### src/rtl/spi_slave_if_pkg.sv
// Shared definitions for the SPI slave front end: widths, FSM states,
// command opcodes and the command-routing helper.
package spi_slave_if_pkg;

    localparam int unsigned RX_W_DEF = 10;
    localparam int unsigned TX_W_DEF = 8;
    localparam int unsigned CNT_W    = 4;
    localparam int unsigned CNT_MAX  = 15;

    // Opcodes carried in rx_data[9:8]
    localparam logic [1:0] OP_WR_ADDR = 2'b00;
    localparam logic [1:0] OP_WR_DATA = 2'b01;
    localparam logic [1:0] OP_RD_ADDR = 2'b10;
    localparam logic [1:0] OP_RD_DATA = 2'b11;

    typedef enum logic [2:0] {
        IDLE      = 3'd0,
        CHK_CMD   = 3'd1,
        WRITE     = 3'd2,
        READ_ADD  = 3'd3,
        READ_DATA = 3'd4
    } state_t;

    // Route a frame from its first bit: only the read/write bit and whether a
    // read address is pending matter; bit 8 is forwarded untouched.
    function automatic state_t route_cmd(input logic cmd_msb, input logic addr_done);
        if (cmd_msb != OP_RD_ADDR[1]) begin
            return WRITE;
        end else if (addr_done) begin
            return READ_DATA;
        end else begin
            return READ_ADD;
        end
    endfunction

endpackage

### src/rtl/spi_slave_if_if.sv
// SPI pins plus the RAM-facing rx/tx handshake of the SPI slave front end.
//   SS_n, MOSI          : serial select and data from the SPI master
//   MISO                : serial read data to the SPI master
//   rx_data, rx_valid   : received command word and its one-clk strobe
//   tx_data, tx_valid   : read byte returned by the RAM and its strobe
// slave modport is the front end's view; master modport is the far side.
interface spi_slave_if_if #(
    parameter int unsigned RX_W = spi_slave_if_pkg::RX_W_DEF,
    parameter int unsigned TX_W = spi_slave_if_pkg::TX_W_DEF
);
    logic            SS_n;
    logic            MOSI;
    logic            MISO;
    logic [RX_W-1:0] rx_data;
    logic            rx_valid;
    logic [TX_W-1:0] tx_data;
    logic            tx_valid;

    modport slave (
        input  SS_n, MOSI, tx_data, tx_valid,
        output MISO, rx_data, rx_valid
    );

    modport master (
        output SS_n, MOSI, tx_data, tx_valid,
        input  MISO, rx_data, rx_valid
    );
endinterface

### src/rtl/spi_slave_if_tx_shifter.sv
// Parallel-load, MSB-first serialiser for the read byte.
//   clk, rst_n : clock, async active-low reset
//   flush      : drop any byte in flight and force miso low
//   load       : capture data; data MSB appears on miso after this edge
//   data       : byte to serialise
//   miso       : registered serial output, 0 when idle
//   done_c     : high in the cycle whose edge retires the last bit
module spi_slave_if_tx_shifter #(
    parameter int unsigned TX_W = spi_slave_if_pkg::TX_W_DEF
) (
    input  logic            clk,
    input  logic            rst_n,
    input  logic            flush,
    input  logic            load,
    input  logic [TX_W-1:0] data,
    output logic            miso,
    output logic            done_c
);
    localparam int unsigned BIT_W = $clog2(TX_W);

    logic [TX_W-1:0]  sreg;
    logic [BIT_W-1:0] bit_cnt;
    logic             busy;

    // Last bit has been on miso for one clk; this edge returns miso to 0.
    assign done_c = busy && (bit_cnt == BIT_W'(TX_W - 1));

    // Shift register, bit counter and output bit
    always_ff @(posedge clk or negedge rst_n) begin
        if (!rst_n) begin
            sreg    <= '0;
            bit_cnt <= '0;
            busy    <= 1'b0;
            miso    <= 1'b0;
        end else if (flush) begin
            sreg    <= '0;
            bit_cnt <= '0;
            busy    <= 1'b0;
            miso    <= 1'b0;
        end else if (load) begin
            sreg    <= data;
            bit_cnt <= '0;
            busy    <= 1'b1;
            miso    <= data[TX_W-1];
        end else if (busy) begin
            if (done_c) begin
                busy <= 1'b0;
                miso <= 1'b0;
            end else begin
                miso    <= sreg[TX_W-2];
                sreg    <= {sreg[TX_W-2:0], 1'b0};
                bit_cnt <= bit_cnt + BIT_W'(1);
            end
        end
    end

endmodule

### src/rtl/spi_slave_if.sv
// SPI slave front end: deserialises 10-bit command frames from MOSI into
// rx_data with a one-clk rx_valid, and on a read-data command serialises the
// RAM's returned byte onto MISO. One SPI bit per clk rising edge.
//   clk, rst_n : clock, async active-low reset
//   bus        : slave modport (SS_n, MOSI, MISO, rx_data, rx_valid,
//                tx_data, tx_valid)
module spi_slave_if
    import spi_slave_if_pkg::*;
#(
    parameter int unsigned RX_W = RX_W_DEF,
    parameter int unsigned TX_W = TX_W_DEF
) (
    input  logic         clk,
    input  logic         rst_n,
    spi_slave_if_if.slave bus
);
    state_t            state;
    state_t            state_next;
    logic [CNT_W-1:0]  bit_cnt;
    logic [RX_W-2:0]   shift_reg;
    logic [RX_W-1:0]   rx_data_q;
    logic              rx_valid_q;
    logic              rd_addr_done;
    logic              tx_started;
    logic              miso;
    logic              tx_done_c;

    logic              abort;
    logic              in_frame;
    logic              shift_en;
    logic              word_done;
    logic              rd_addr_set;
    logic              load_tx;

    // State register
    always_ff @(posedge clk or negedge rst_n) begin
        if (!rst_n) begin
            state <= IDLE;
        end else begin
            state <= state_next;
        end
    end

    // Next state and per-edge control strobes
    always_comb begin
        state_next  = state;
        abort       = 1'b0;
        in_frame    = 1'b0;
        shift_en    = 1'b0;
        word_done   = 1'b0;
        rd_addr_set = 1'b0;
        load_tx     = 1'b0;
        case (state)
            IDLE: begin
                if (!bus.SS_n) begin
                    state_next = CHK_CMD;
                end
            end
            CHK_CMD: begin
                if (bus.SS_n) begin
                    state_next = IDLE;
                    abort      = 1'b1;
                end else begin
                    in_frame   = 1'b1;
                    shift_en   = 1'b1;
                    state_next = route_cmd(bus.MOSI, rd_addr_done);
                end
            end
            WRITE, READ_ADD, READ_DATA: begin
                if (bus.SS_n) begin
                    state_next = IDLE;
                    abort      = 1'b1;
                end else begin
                    in_frame = 1'b1;
                    // Bits past the command word are ignored.
                    shift_en = (bit_cnt < CNT_W'(RX_W));
                    if (bit_cnt == CNT_W'(RX_W - 1)) begin
                        word_done   = 1'b1;
                        rd_addr_set = (state == READ_ADD);
                    end
                    // RAM reply accepted only once the command word is out,
                    // and only for the first byte of the frame.
                    if ((state == READ_DATA) && (bit_cnt >= CNT_W'(RX_W)) &&
                        !tx_started && bus.tx_valid) begin
                        load_tx = 1'b1;
                    end
                end
            end
            default: begin
                state_next = IDLE;
            end
        endcase
    end

    // Receive datapath, read-address flag and one-byte-per-frame guard
    always_ff @(posedge clk or negedge rst_n) begin
        if (!rst_n) begin
            bit_cnt      <= '0;
            shift_reg    <= '0;
            rx_data_q    <= '0;
            rx_valid_q   <= 1'b0;
            rd_addr_done <= 1'b0;
            tx_started   <= 1'b0;
        end else begin
            rx_valid_q <= word_done;

            if (!in_frame) begin
                bit_cnt <= '0;
            end else if (bit_cnt != CNT_W'(CNT_MAX)) begin
                bit_cnt <= bit_cnt + CNT_W'(1);
            end

            if (shift_en) begin
                shift_reg <= {shift_reg[RX_W-3:0], bus.MOSI};
            end

            if (word_done) begin
                rx_data_q <= {shift_reg, bus.MOSI};
            end

            // A completed byte retires the pending read even if SS_n rises
            // on that same edge.
            if (tx_done_c) begin
                rd_addr_done <= 1'b0;
            end else if (rd_addr_set) begin
                rd_addr_done <= 1'b1;
            end

            if (!in_frame) begin
                tx_started <= 1'b0;
            end else if (load_tx) begin
                tx_started <= 1'b1;
            end
        end
    end

    spi_slave_if_tx_shifter #(
        .TX_W (TX_W)
    ) u_tx_shifter (
        .clk    (clk),
        .rst_n  (rst_n),
        .flush  (abort),
        .load   (load_tx),
        .data   (bus.tx_data),
        .miso   (miso),
        .done_c (tx_done_c)
    );

    assign bus.MISO     = miso;
    assign bus.rx_data  = rx_data_q;
    assign bus.rx_valid = rx_valid_q;

endmodule

### src/flat_wrapper.sv
// flat-port wrapper written by rule: the top's interface ports become plain ports
module spi_slave_if_flat import spi_slave_if_pkg::*;
#(
    parameter int unsigned RX_W = RX_W_DEF,
    parameter int unsigned TX_W = TX_W_DEF
)
  (clk, rst_n, bus_SS_n, bus_MOSI, bus_tx_data, bus_tx_valid, bus_MISO, bus_rx_data, bus_rx_valid);
  spi_slave_if_if #(.RX_W(RX_W), .TX_W(TX_W)) bus_i ();
  input  logic clk;
  input  logic rst_n;
  input wire logic [$bits(bus_i.SS_n)-1:0] bus_SS_n;
  input wire logic [$bits(bus_i.MOSI)-1:0] bus_MOSI;
  input wire logic [$bits(bus_i.tx_data)-1:0] bus_tx_data;
  input wire logic [$bits(bus_i.tx_valid)-1:0] bus_tx_valid;
  output wire logic [$bits(bus_i.MISO)-1:0] bus_MISO;
  output wire logic [$bits(bus_i.rx_data)-1:0] bus_rx_data;
  output wire logic [$bits(bus_i.rx_valid)-1:0] bus_rx_valid;
  assign bus_i.SS_n = bus_SS_n;
  assign bus_i.MOSI = bus_MOSI;
  assign bus_i.tx_data = bus_tx_data;
  assign bus_i.tx_valid = bus_tx_valid;
  assign bus_MISO = bus_i.MISO;
  assign bus_rx_data = bus_i.rx_data;
  assign bus_rx_valid = bus_i.rx_valid;
  spi_slave_if #(.RX_W(RX_W), .TX_W(TX_W)) u_core (.clk(clk), .rst_n(rst_n), .bus(bus_i));
endmodule
### config.mk
export PLATFORM = sky130hd
export DESIGN_NAME = spi_slave_if_flat
export DESIGN_NICKNAME = d
export VERILOG_FILES = /design/src/rtl/spi_slave_if_pkg.sv /design/src/rtl/spi_slave_if_if.sv /design/src/rtl/spi_slave_if_tx_shifter.sv /design/src/rtl/spi_slave_if.sv /design/src/flat_wrapper.sv
export SDC_FILE = /design/constraint.sdc
export NUM_CORES = 1
export LEC_CHECK = 0
export ABC_AREA = 1
export BUFFER_PORTS_ARGS = -buffer_cell sky130_fd_sc_hd__buf_2
export CORE_MARGIN = 1.5
export CORE_UTILIZATION = 61
export CTS_CLUSTER_SIZE = 24
export DETAILED_ROUTE_END_ITERATION = 7
export GPL_TIMING_DRIVEN = 0
export PLACE_DENSITY = 0.86
export RECOVER_POWER = 100
export SETUP_SLACK_MARGIN = 0.4
export SYNTH_ARGS = -nofsm -noshare
export SYNTH_HDL_FRONTEND = slang
export SYNTH_SLANG_ARGS = --single-unit
### constraint.sdc
create_clock -name clk -period 3.2 [get_ports clk]
set_clock_uncertainty 0.05 [all_clocks]
set_input_delay 0.16 -clock clk [delete_from_list [all_inputs] [get_ports clk]]
set_output_delay 0.16 -clock clk [all_outputs]
set_load 0.005 [all_outputs]
==> results of run 1 <==
metrics by stage:
stage / setup slack [ps] / total power, mW
floorplan: 1850 / 0.842
global placement: 1770 / 0.897
detailed placement: 1720 / 0.911
CTS: 1710 / 1.33
global route: 841 / 1.37
finish: 1030 / 1.30
Yosys cell counts:
cell type	instances	area, µm²
o21ai_2	10	87.6
o31ai_1	1	7.51
nor2_1	10	37.5
nand3_2	1	10.0
clkbuf_2	2	10.0
buf_8	1	15.0
o21ai_0	11	55.1
ha_1	5	62.6
o211ai_1	1	7.51
o22ai_1	1	6.26
nor2_8	1	20.0
inv_1	25	93.8
a31oi_4	1	21.3
a21oi_1	4	20.0
nand2_2	6	37.5
buf_6	1	11.3
nor2_2	1	6.26
nand4_1	4	25.0
dfrtp_1	41	1030
nand2_4	2	22.5
buf_2	1	5.00
nor3_1	1	5.00
xor2_1	2	17.5
inv_2	4	15.0
nand2_1	81	304
nand3_1	6	30.0
final timing paths:
kind                                             start                     endpoint  cells after the start
min reg2reg                u_core.u_tx_shifter.sreg[0]  u_core.u_tx_shifter.sreg[0]                      2
min                                           bus_MOSI              u_core.state[2]                      3
max in group asynchronous                        rst_n            u_core.tx_started                      2
min in group asynchronous                        rst_n        u_core.bus.rx_data[0]                      2
max reg2reg                            u_core.state[0]          u_core.shift_reg[7]                      7
max                                    u_core.state[0]          u_core.shift_reg[7]                      7
layer usage:
layer | share of wire | routed length [µm]
met1 | 0.44 | 1550
met2 | 0.51 | 1790
met3 | 0.040 | 142
met4 | 0.015 | 53
met5 | 0 | 0
layout make-up:
| class | instances | area [µm²] |
|---|---|---|
| Timing Repair Buffer | 27 | 146 |
| Sequential cell | 41 | 1030 |
| Tap cell | 44 | 55.1 |
| Fill cell | 246 | 837 |
| Clock buffer | 5 | 37.5 |
| Buffer | 5 | 28.8 |
| Inverter | 29 | 109 |
| Clock inverter | 3 | 68.8 |
| Multi-Input combinational cell | 149 | 744 |
kinds of logic after synthesis:
kind of cell,count (synthesis),share of synthesized area
AND/OR/NAND/NOR,113,0.254
flip-flops,41,0.524
buffers and inverters,34,0.0766
AO/OA/AOI/OAI,29,0.105
adder cells (fa/ha/maj),5,0.0319
XOR/XNOR,2,0.00894
power breakdown:
group          switching [mW]  internal [mW]
sequential             0.0426          0.580
clock                   0.176          0.246
combinational           0.169         0.0833
worst max-delay path, delay by kind of cell (launching register included):
kind	cells	cell delay, ps
buf+inv	1	570
flops	1	450
simple gates	4	390
compound gates	2	650
==> flow_results.org, run 1 <==
** Run status
- Run status :: completed

** Final layout
- Growth of design area from synthesis to finish :: 13.1%
- Most frequent cells in the layout :: nand2_1, dfrtp_1, inv_1, buf_2, nor2_1
- Of the cells placed in the final design, the portion with a size suffix greater than 1 is 0.197.
- Most common library cell in the layout ignoring fill and taps :: nand2_1
- Post-Layout Cell Count :: 303
- Share of the core filled with cells :: 0.726
- Total Nets Final :: 276
- The register with the most flip-flops in the layout has 10 of them.
- The finished cells cover 2220 µm².
- # diodes :: 0

** Critical path
- Dominant cell type by count on the critical path :: nand2_2
- Path type of the worst setup path :: flop to flop
- Critical Path Start Type :: flop
- For this design, the slowest cell found on the critical path is a31oi_1.
- Data arrival time at the worst-slack endpoint :: 2410 ps
- Crit path capture type :: flop
- Across all register-to-register paths, the minimum setup slack is between 1000 and 1500 ps.
- Ordered list of cells on the worst path :: nor2_1, nand2_1, nand2_2, a31oi_1, clkbuf_1, nand2_2, o21ai_2
- Data on the critical path is required at its endpoint by about 3400 ps.
- CP max stage delay :: about 580 ps
- Critical Path Fanout Max :: 10

** Detailed routing
- Summed over all layers, the routed wires come to approximately 3500 µm.
- First-pass iteration count of the detailed router :: 4
- Drt first-iter violations :: 65
- The count of nets left with antenna violations once routing finished came out at 0.
- Wirelength per Cell :: about 12 µm
- Post-route DRC :: 0
- Using the TritonRoute via totals, the vias-per-cell ratio works out to 4.95.
- The routed layout has 1499 vias.

** GRT
- Via count of the first global-routing pass :: 1446
- The first global-routing pass estimated 5990 µm of wire.
- For this run, global-route usage on met3 was measured as 0.0649.
- Entering global routing, the biggest net connects between 40 and 50 pins.
- The number of antenna violations at the first check in global routing was 0.
- In this run the most used layer during global routing was met2.
- In the global route stage, overall resource usage came out at 0.227.
- GR Util met1 :: 0.268
- For met2 alone, demand over resource in global routing was 0.388.
- Leftover overflow at the end of global routing :: 0

** Placement
- HPWL reported at the end of detailed placement :: around 2500 µm
- Placed instance count :: 292
- Routability-driven placement finished with a final weighted congestion of 0.845.
- Number of I/O port buffers :: 24
- Cell Area, Placed :: around 2100 µm²

** STA
- Final setup violation count :: 0
- The final count of pins violating max slew was 0.
- Tmin final :: roughly 2200 ps
- WHS :: roughly 19 ps
- Setup repair after global routing left no endpoint under its margin.
- Total Negative Setup Slacks :: 0 ps
- Headroom to the max-slew limit came out at 0.414.
- Achievable frequency :: between 0.4 and 0.5 GHz
- Transition time at the pin with the least slew margin :: a little under 900 ps
- Total count of hold-check failures in the final report :: 0
- Final worst-path cycle share :: 0.679

** Clocking
- Post-CTS Setup Inserts :: 0
- Post-cts resize count :: 0
- The clock net in this run drives a total of 41 sinks.
- Clock latency at the later pin of the worst-skew pair :: approximately 350 ps
- Clock Path Buffers :: 2
- Clock tree synthesis selected as its root buffer the cell clkbuf_4.
- Clock tree synthesis inserted a total of 5 buffers.
- Number of buffers inserted by hold repair at cts :: 3
- Clk slew on worst S/H paths :: 120 ps
- The H-tree generated during clock tree synthesis spans 2 levels.
- Clock tree from TritonCTS :: yes

** Power and ir drop
- Summed over all cells, the static leakage comes to 1.24 nW.
- Worst voltage drop across the vdd grid :: 0.286 mV
- Dividing total power by cell area gives a power density of 585 nW/µm².

** Min path
- The worst hold path belongs to the class input pin to flop.

** Floorplan
- Boundary pin count :: 25
- In this run the core area contains 20 standard-cell rows.
- The die is 59.7 µm tall.
- For this configuration, the core starts out at a cell density of 0.642.
- The die is around 60 µm wide.
- After floorplanning, the core was sized to cover roughly 3100 µm².
- The die covers 3560 µm².

** Synth
- After synthesis, the mean cell area works out to 8.75 µm².
- For this run, the register share of the synthesized area comes to 0.524.
- Cell area after technology mapping :: approximately 2000 µm²
- Post-synthesis instance total :: 224
- Count of unique library cells instantiated by Yosys :: 26
- Seq cells post-synth :: 41
- YS warnings :: 0
- Counting every net in the synthesized netlist gives between 200 and 250.

** Job
- Max-cap violations in this run came to 0.
Note: power is estimated with default switching activity, not from simulation.
==> inputs of run 2 (changes only) <==
- CORE_UTILIZATION: 61 -> 57
- PLACE_DENSITY: 0.86 -> 0.82
- clock period: 3.2 -> 2.3 ns (I/O delays scaled with it)
==> run 2 against run 1 <==
Compared with the run above: sequential cell count unchanged; total power increased by 26%; final cell count grew 1.7%; maximum frequency up 19%; clock power decreased by 4%; critical path depth is the same; critical endpoint unchanged.
==> flow_results.org, run 2 (synthesis results as in run 1) <==
** GRT
- The number of antenna violations at the first check in global routing came to 0.
- Across every metal layer, demand over resource in global routing totals 0.197.
- The via count of the first global-routing pass was between 1000 and 1500.
- After global routing the overflow that remains totals 0.
- First-pass GRT wire length :: around 5500 µm
- Entering global routing, the biggest net connects 42 pins.

** STA
- Rel. slew slack :: 0.351
- Transition time at the pin with the least slew margin :: 973 ps
- Counting I/O delays and the setup requirement, the final critical path takes around 1800 ps.
- Final setup violation count :: 0
- Final worst-path cycle share :: 0.792
- Total count of hold-check failures in the final report :: 0
- Setup repair after global routing left no endpoint under its margin.
- Total Negative Setup Slacks :: 0 ps
- On the final layout, the worst hold slack is about 7.4 ps.
- Static timing analysis puts the maximum clock frequency at 0.549 GHz.
- Count of final max-slew check failures :: 0

** Floorplan
- Floorplan row count :: 21
- The initial utilization of the core area, before any placement, comes to 0.592.
- Die outline area :: between 3000 and 4000 µm²
- The floorplan step set the die height to 61.6 µm.
- The region available for standard cell placement spans 3310 µm².
- Die boundary width :: between 60 and 70 µm
- Boundary pin count :: 25

** Min path
- Counting instances, the worst hold path has a depth of 5.
- For hold timing, the worst endpoint is u_core.u_tx_shifter.sreg[6].
- Worst min-delay path category :: input pin to flop
- The worst hold path begins at bus_tx_data[6].

** Final layout
- Most common library cell in the layout ignoring fill and taps :: nand2_1
- The register with the most flip-flops in the layout has 10 of them.
- Relative to the synthesized area, the layout overhead comes to 13.2%.
- # diodes :: 0
- For this run, the share of the core covered by cells in the final layout is 0.670.
- Fraction of final layout cells sized beyond drive strength 1 :: 0.160
- In the layout the commonest cells are nand2_1, dfrtp_1, inv_1, clkbuf_1.
- After the last flow step, the layout net total stands at 279.

** Power and ir drop
- For this design the static power due to leakage is 1.20 nW.
- Power per cell area :: ~740 nW/µm²
- Overall Power :: ~1.6 mW
- Worst voltage drop across the vdd grid :: between 0.3 and 0.4 mV

** Clocking
- Clock latency at the later pin of the worst-skew pair :: 350 ps
- Clock Path Buffers :: 2
- Sinks on the clock net :: 41
- Clock tree from TritonCTS :: yes
- Total clock buffers created by CTS :: 5
- Once the clock tree was built, the setup fixing pass inserted 0 buffers.
- Clock Root Buffer :: clkbuf_4
- After clock tree synthesis, the clock-pin slew on the worst setup and hold paths is 120 ps.
- Post-cts resize count :: 0
- CTS HTree Levels :: 2
- After clock tree synthesis, the flow added hold-fix buffers numbering 6.

** Placement
- HPWL reported at the end of detailed placement :: around 2400 µm
- The congestion estimate from routability-driven global placement came to ~0.83.
- Number of I/O port buffers :: 24

** Job
- The tool flagged a number of max-cap violations equal to 0.

** Critical path
- Reg2reg path depth :: 7
- In this run the register-to-register setup slack is 480 ps.
- For the worst setup path, the data arrival time is 2060 ps.
- Path type of the worst setup path :: flop to flop
- Reg2reg end :: u_core.shift_reg[7]
- Worst setup path startpoint :: u_core.state[0]
- Critical Path Start Type :: flop
- At the worst endpoint, the required time is 2540 ps.
- R2R Path Start :: u_core.state[0]
- Critical Path Fanout Max :: 10
- The worst setup path is captured at a flop.

** Detailed routing
- Antenna viol nets, final :: 0
- First-pass iteration count of the detailed router :: 4
- The detailed router finished its first iteration with 62 violations.
- For this run, design rule violations remaining after detail routing come to 0.
- Dividing the detail-routed via count by the number of cells gives 4.77.
- Total length of routed wires :: 3350 µm
- Via count :: 1470
- After detailed routing, the average wire length per cell comes to 10.9 µm.

** Run status
- Run status :: completed
[run 2: cell count changes in the layout (fill, tap and decap cells not counted), moves of 2 or more]
cell | before | now
bufinv_16 | 2 | 0
clkbuf_8 | 0 | 2
nand2_4 | 2 | 0
nand2_1 | 83 | 85
clkbuf_1 | 5 | 14
dlygate4sd3_1 | 3 | 6
buf_2 | 21 | 11
[run 2: final cells by class]
cell class / count / area [µm²]
buffer: 5 / 28.8
clock buffer: 7 / 65.1
clock inverter: 1 / 5.00
fill: 305 / 1090
inverter: 29 / 109
multi-input combinational: 149 / 761
sequential: 41 / 1030
tap: 46 / 57.6
timing repair buffer: 30 / 165
[run 2: worst max-delay path by stage]
stage	to	slack (ps)	depth (start not counted)
2_1_floorplan	u_core.u_tx_shifter.sreg[1]	950	9
3_3_place_gp	u_core.u_tx_shifter.miso	850	9
3_5_place_dp	u_core.u_tx_shifter.miso	830	9
4_1_cts	u_core.u_tx_shifter.sreg[1]	790	9
5_1_grt	u_core.shift_reg[7]	310	7
6_report	u_core.shift_reg[7]	480	7
[run 2: per-layer routing]
metal / vias up / GRT usage / wire length, µm
li1: 765 / - / -
met1: 671 / 0.251 / 1560
met2: 27 / 0.320 / 1580
met3: 7 / 0.0630 / 168
met4: 0 / 0.0638 / 46
met5: - / 0 / 0
[run 2: stage by stage]
step	cells	setup slack [ps]	area, µm²
after floorplan	224	952	1960
after global placement	294	854	2140
after detailed placement	294	826	2140
after CTS	308	786	2270
after global routing	308	310	2220
final	308	479	2220
[run 2: worst max-delay path: stages (launching register included)]
cell	delay, ps
dfrtp_1	440
nor2_1	60
nand2_1	130
nand2_2	90
a31oi_4	260
clkbuf_1	550
nand2_2	90
o21ai_2	80
[run 2: where the power goes]
group | total (mW) | leakage (nW) | internal [mW] | switching, mW
combinational | 0.368 | 0.599 | 0.130 | 0.238
clock | 0.404 | 0.0413 | 0.177 | 0.226
sequential | 0.866 | 0.558 | 0.807 | 0.0587
==> inputs of run 3 (changes only) <==
- clock period: 2.3 -> 1.8 ns (I/O delays scaled with it)
==> run 3 against run 2 <==
Compared with the run above: non-clock buffer count increased by 23; register-to-register slack got worse by 240 ps; total power increased by 45%; sequential cell count unchanged; global-route usage increased by 1.6 points; worst setup slack got worse by 240 ps; maximum frequency increased by 17%; largest power group unchanged.
==> flow_results.org, run 3 (synthesis results as in run 1) <==
** Run status
- The run finished with clean final reports.

** STA
- Derived from the worst setup path, the maximum achievable clock frequency is 0.642 GHz.
- Total count of hold-check failures in the final report :: 0
- Counting I/O delays and the setup requirement, the final critical path takes 1560 ps.
- After routing, the total negative slack on setup checks comes to 0 ps.
- The final count of pins violating max slew was 0.
- Final setup violation count :: 0
- Unrepaired setup endpoints after global routing :: true
- Rel. slew slack :: 0.338
- Transition time at the pin with the least slew margin :: around 990 ps
- Dividing the final minimum period by the clock period gives 0.865.
- WHS :: between 20 and 30 ps

** Critical path
- Along the worst path, the maximum fanout reaches 6.
- Critical Path Start Type :: flop
- Crit path to :: u_core.u_tx_shifter.sreg[1]
- Worst setup path startpoint :: u_core.bit_cnt[1]
- Data arrival time at the worst-slack endpoint :: 1810 ps
- The cell family contributing the most delay on the critical path is simple AND/OR/NAND/NOR gates.
- On the critical path, the stage with the largest delay is an instance of dfrtp_1.
- The critical path is of the flop to flop type.
- The endpoint identified for the worst register-to-register timing path is u_core.u_tx_shifter.sreg[1].
- Worst endpoint required time :: 2050 ps
- Crit path capture type :: flop
- The critical path goes through ha_1, nand2_2, nand2_2, nand2_4, nand2_8, nor2_2, nand2_1, nand2_1.
- The startpoint identified for the worst register-to-register timing path is u_core.bit_cnt[1].
- For flop-to-flop paths, the worst setup slack is around 240 ps.
- Together, buffers and inverters on the worst path number 0.
- The number of cells on the worst reg-to-reg path is 8.
- CP max stage delay :: between 400 and 500 ps
- The critical path crosses 8 cells after its start point.

** GRT
- Pin count of the biggest net entering global routing :: 42
- Across every metal layer, demand over resource in global routing totals 0.213.
- Via count of the first global-routing pass :: 1386
- First-pass GRT wire length :: about 5900 µm
- For this run the aggregate overflow at the end of global routing stands at 0.
- Number of antenna violations at the first check in global routing :: 0

** Power and ir drop
- For this design the static power due to leakage is 1.33 nW.
- Of the total power, the share spent switching nets is 0.334.
- Power per cell area :: 926 nW/µm²
- The analysis attributes to net switching a power of 0.793 mW.
- Sequential Power Share :: 0.470
- Overall Power :: 2.37 mW
- The share of total power dissipated in the clock network is 0.227.
- Total internal power :: 1.58 mW
- Across the VDD grid, the largest voltage drop is 0.574 mV.
- Proportion of power drawn by combinational gates :: 0.302

** Detailed routing
- Total length of routed wires :: around 4300 µm
- Post-route DRC :: 0
- Vias per cell :: ~5
- In this run, the number of DRC markers left after iteration 0 of detailed routing was 67.
- The detail route stage leaves a number of antenna-violating nets equal to 0.
- The first detailed-routing pass took 4 iterations.
- Wirelength per Cell :: 13.1 µm
- Via count :: between 1500 and 2000

** Final layout
- # diodes :: 0
- Post-Layout Cell Count :: 332
- Fraction of final layout cells sized beyond drive strength 1 :: 0.301
- Share of the core filled with cells :: 0.774
- Compared with the post-synthesis result, the final layout area differs by 30.8%.
- Most frequent cells in the layout :: nand2_1, dfrtp_1, inv_1, buf_4, clkbuf_1
- The library cell used most frequently in the layout, excluding fill and tap cells, is nand2_1.
- The register with the most flip-flops in the layout has 10 of them.
- After the last flow step, the layout net total stands at 303.

** Job
- Max-cap violations in this run came to 0.

** Floorplan
- From left edge to right edge, the die measures 61.6 µm.
- Placeable core region :: 3310 µm²
- Die outline area :: 3800 µm²
- 25 I/O pins were placed.
- Starting Density :: 0.592
- In this run the core area contains 21 standard-cell rows.
- Measured along the y axis, the die boundary spans just over 60 µm.

** Clocking
- Clock latency at the later pin of the worst-skew pair :: roughly 370 ps
- The cell sitting at the root of the clock tree is a clkbuf_4.
- Clk slew on worst S/H paths :: 130 ps
- The H-tree was split into 2 levels.
- Sinks on the clock net :: a little over 40
- TritonCTS built the clock tree.
- Total clock buffers created by CTS :: 5
- Clock Path Buffers :: 2

** Placement
- In this run the tool buffered the top-level ports with 24 buffer cells.
- Gp weighted congestion :: 0.829
- Detailed placement finished with a half-perimeter wire length of 2370 µm.
- After detailed placement, the design holds a cell count of 294.

** Min path
- Worst min-delay path category :: input pin to flop
==> run 3: repair_timing <==
action                     in CTS  in global routing
hold endpoints to repair       50                  0
setup endpoints to repair      26                 36
pin swaps                       8                 17
gates resized for setup        14                 43
buffers inserted                5                  9
hold buffers                   11                  0
gates cloned                    1                  4
==> run 3: how the worst min path moves through the flow <==
stage,from,slack (ps),end,cells past startpoint
2_1_floorplan,rst_n,-260,u_core.bit_cnt[0],0
3_3_place_gp,rst_n,210,u_core.bus.rx_data[0],1
3_5_place_dp,rst_n,210,u_core.bus.rx_data[2],1
4_1_cts,bus_tx_data[7],40,u_core.u_tx_shifter.miso,5
5_1_grt,bus_tx_data[7],80,u_core.u_tx_shifter.miso,5
6_report,bus_tx_data[7],30,u_core.u_tx_shifter.miso,5
==> run 3: through the flow <==
step                      setup slack [ps]  cell area, µm²
after global routing                   128            2560
after floorplan                        452            1960
after detailed placement               326            2140
final                                  243            2560
after CTS                              369            2400
after global placement                 354            2140
==> run 3: final cells by class <==
class,instances,area (µm²)
multi-input combinational,150,862
tap,46,57.6
buffer,5,53.8
clock inverter,1,5.00
inverter,29,116
timing repair buffer,53,375
fill,244,748
clock buffer,7,65.1
sequential,41,1030
==> run 3: power by group through the flow <==
stage	sequential, mW	clock [mW]	combinational [mW]
finish	1.12	0.539	0.717
global route	1.12	0.573	0.792
CTS	1.11	0.529	0.595
detailed placement	1.13	0	0.491
global placement	1.12	0	0.476
floorplan	1.11	0	0.389
==> run 3: worst register-to-register path: stages (launching register included) <==
cell and delay [ps]:
dfrtp_1 490, ha_1 230, nand2_2 70, nand2_2 70, nand2_4 140, nand2_8 80
nor2_2 190, nand2_1 90, nand2_1 80
==> run 3: routing by layer <==
metal,track usage,wire length (µm)
met1,0.261,1900
met4,0.0821,121
met5,0,0
met3,0.0651,230
met2,0.353,2090
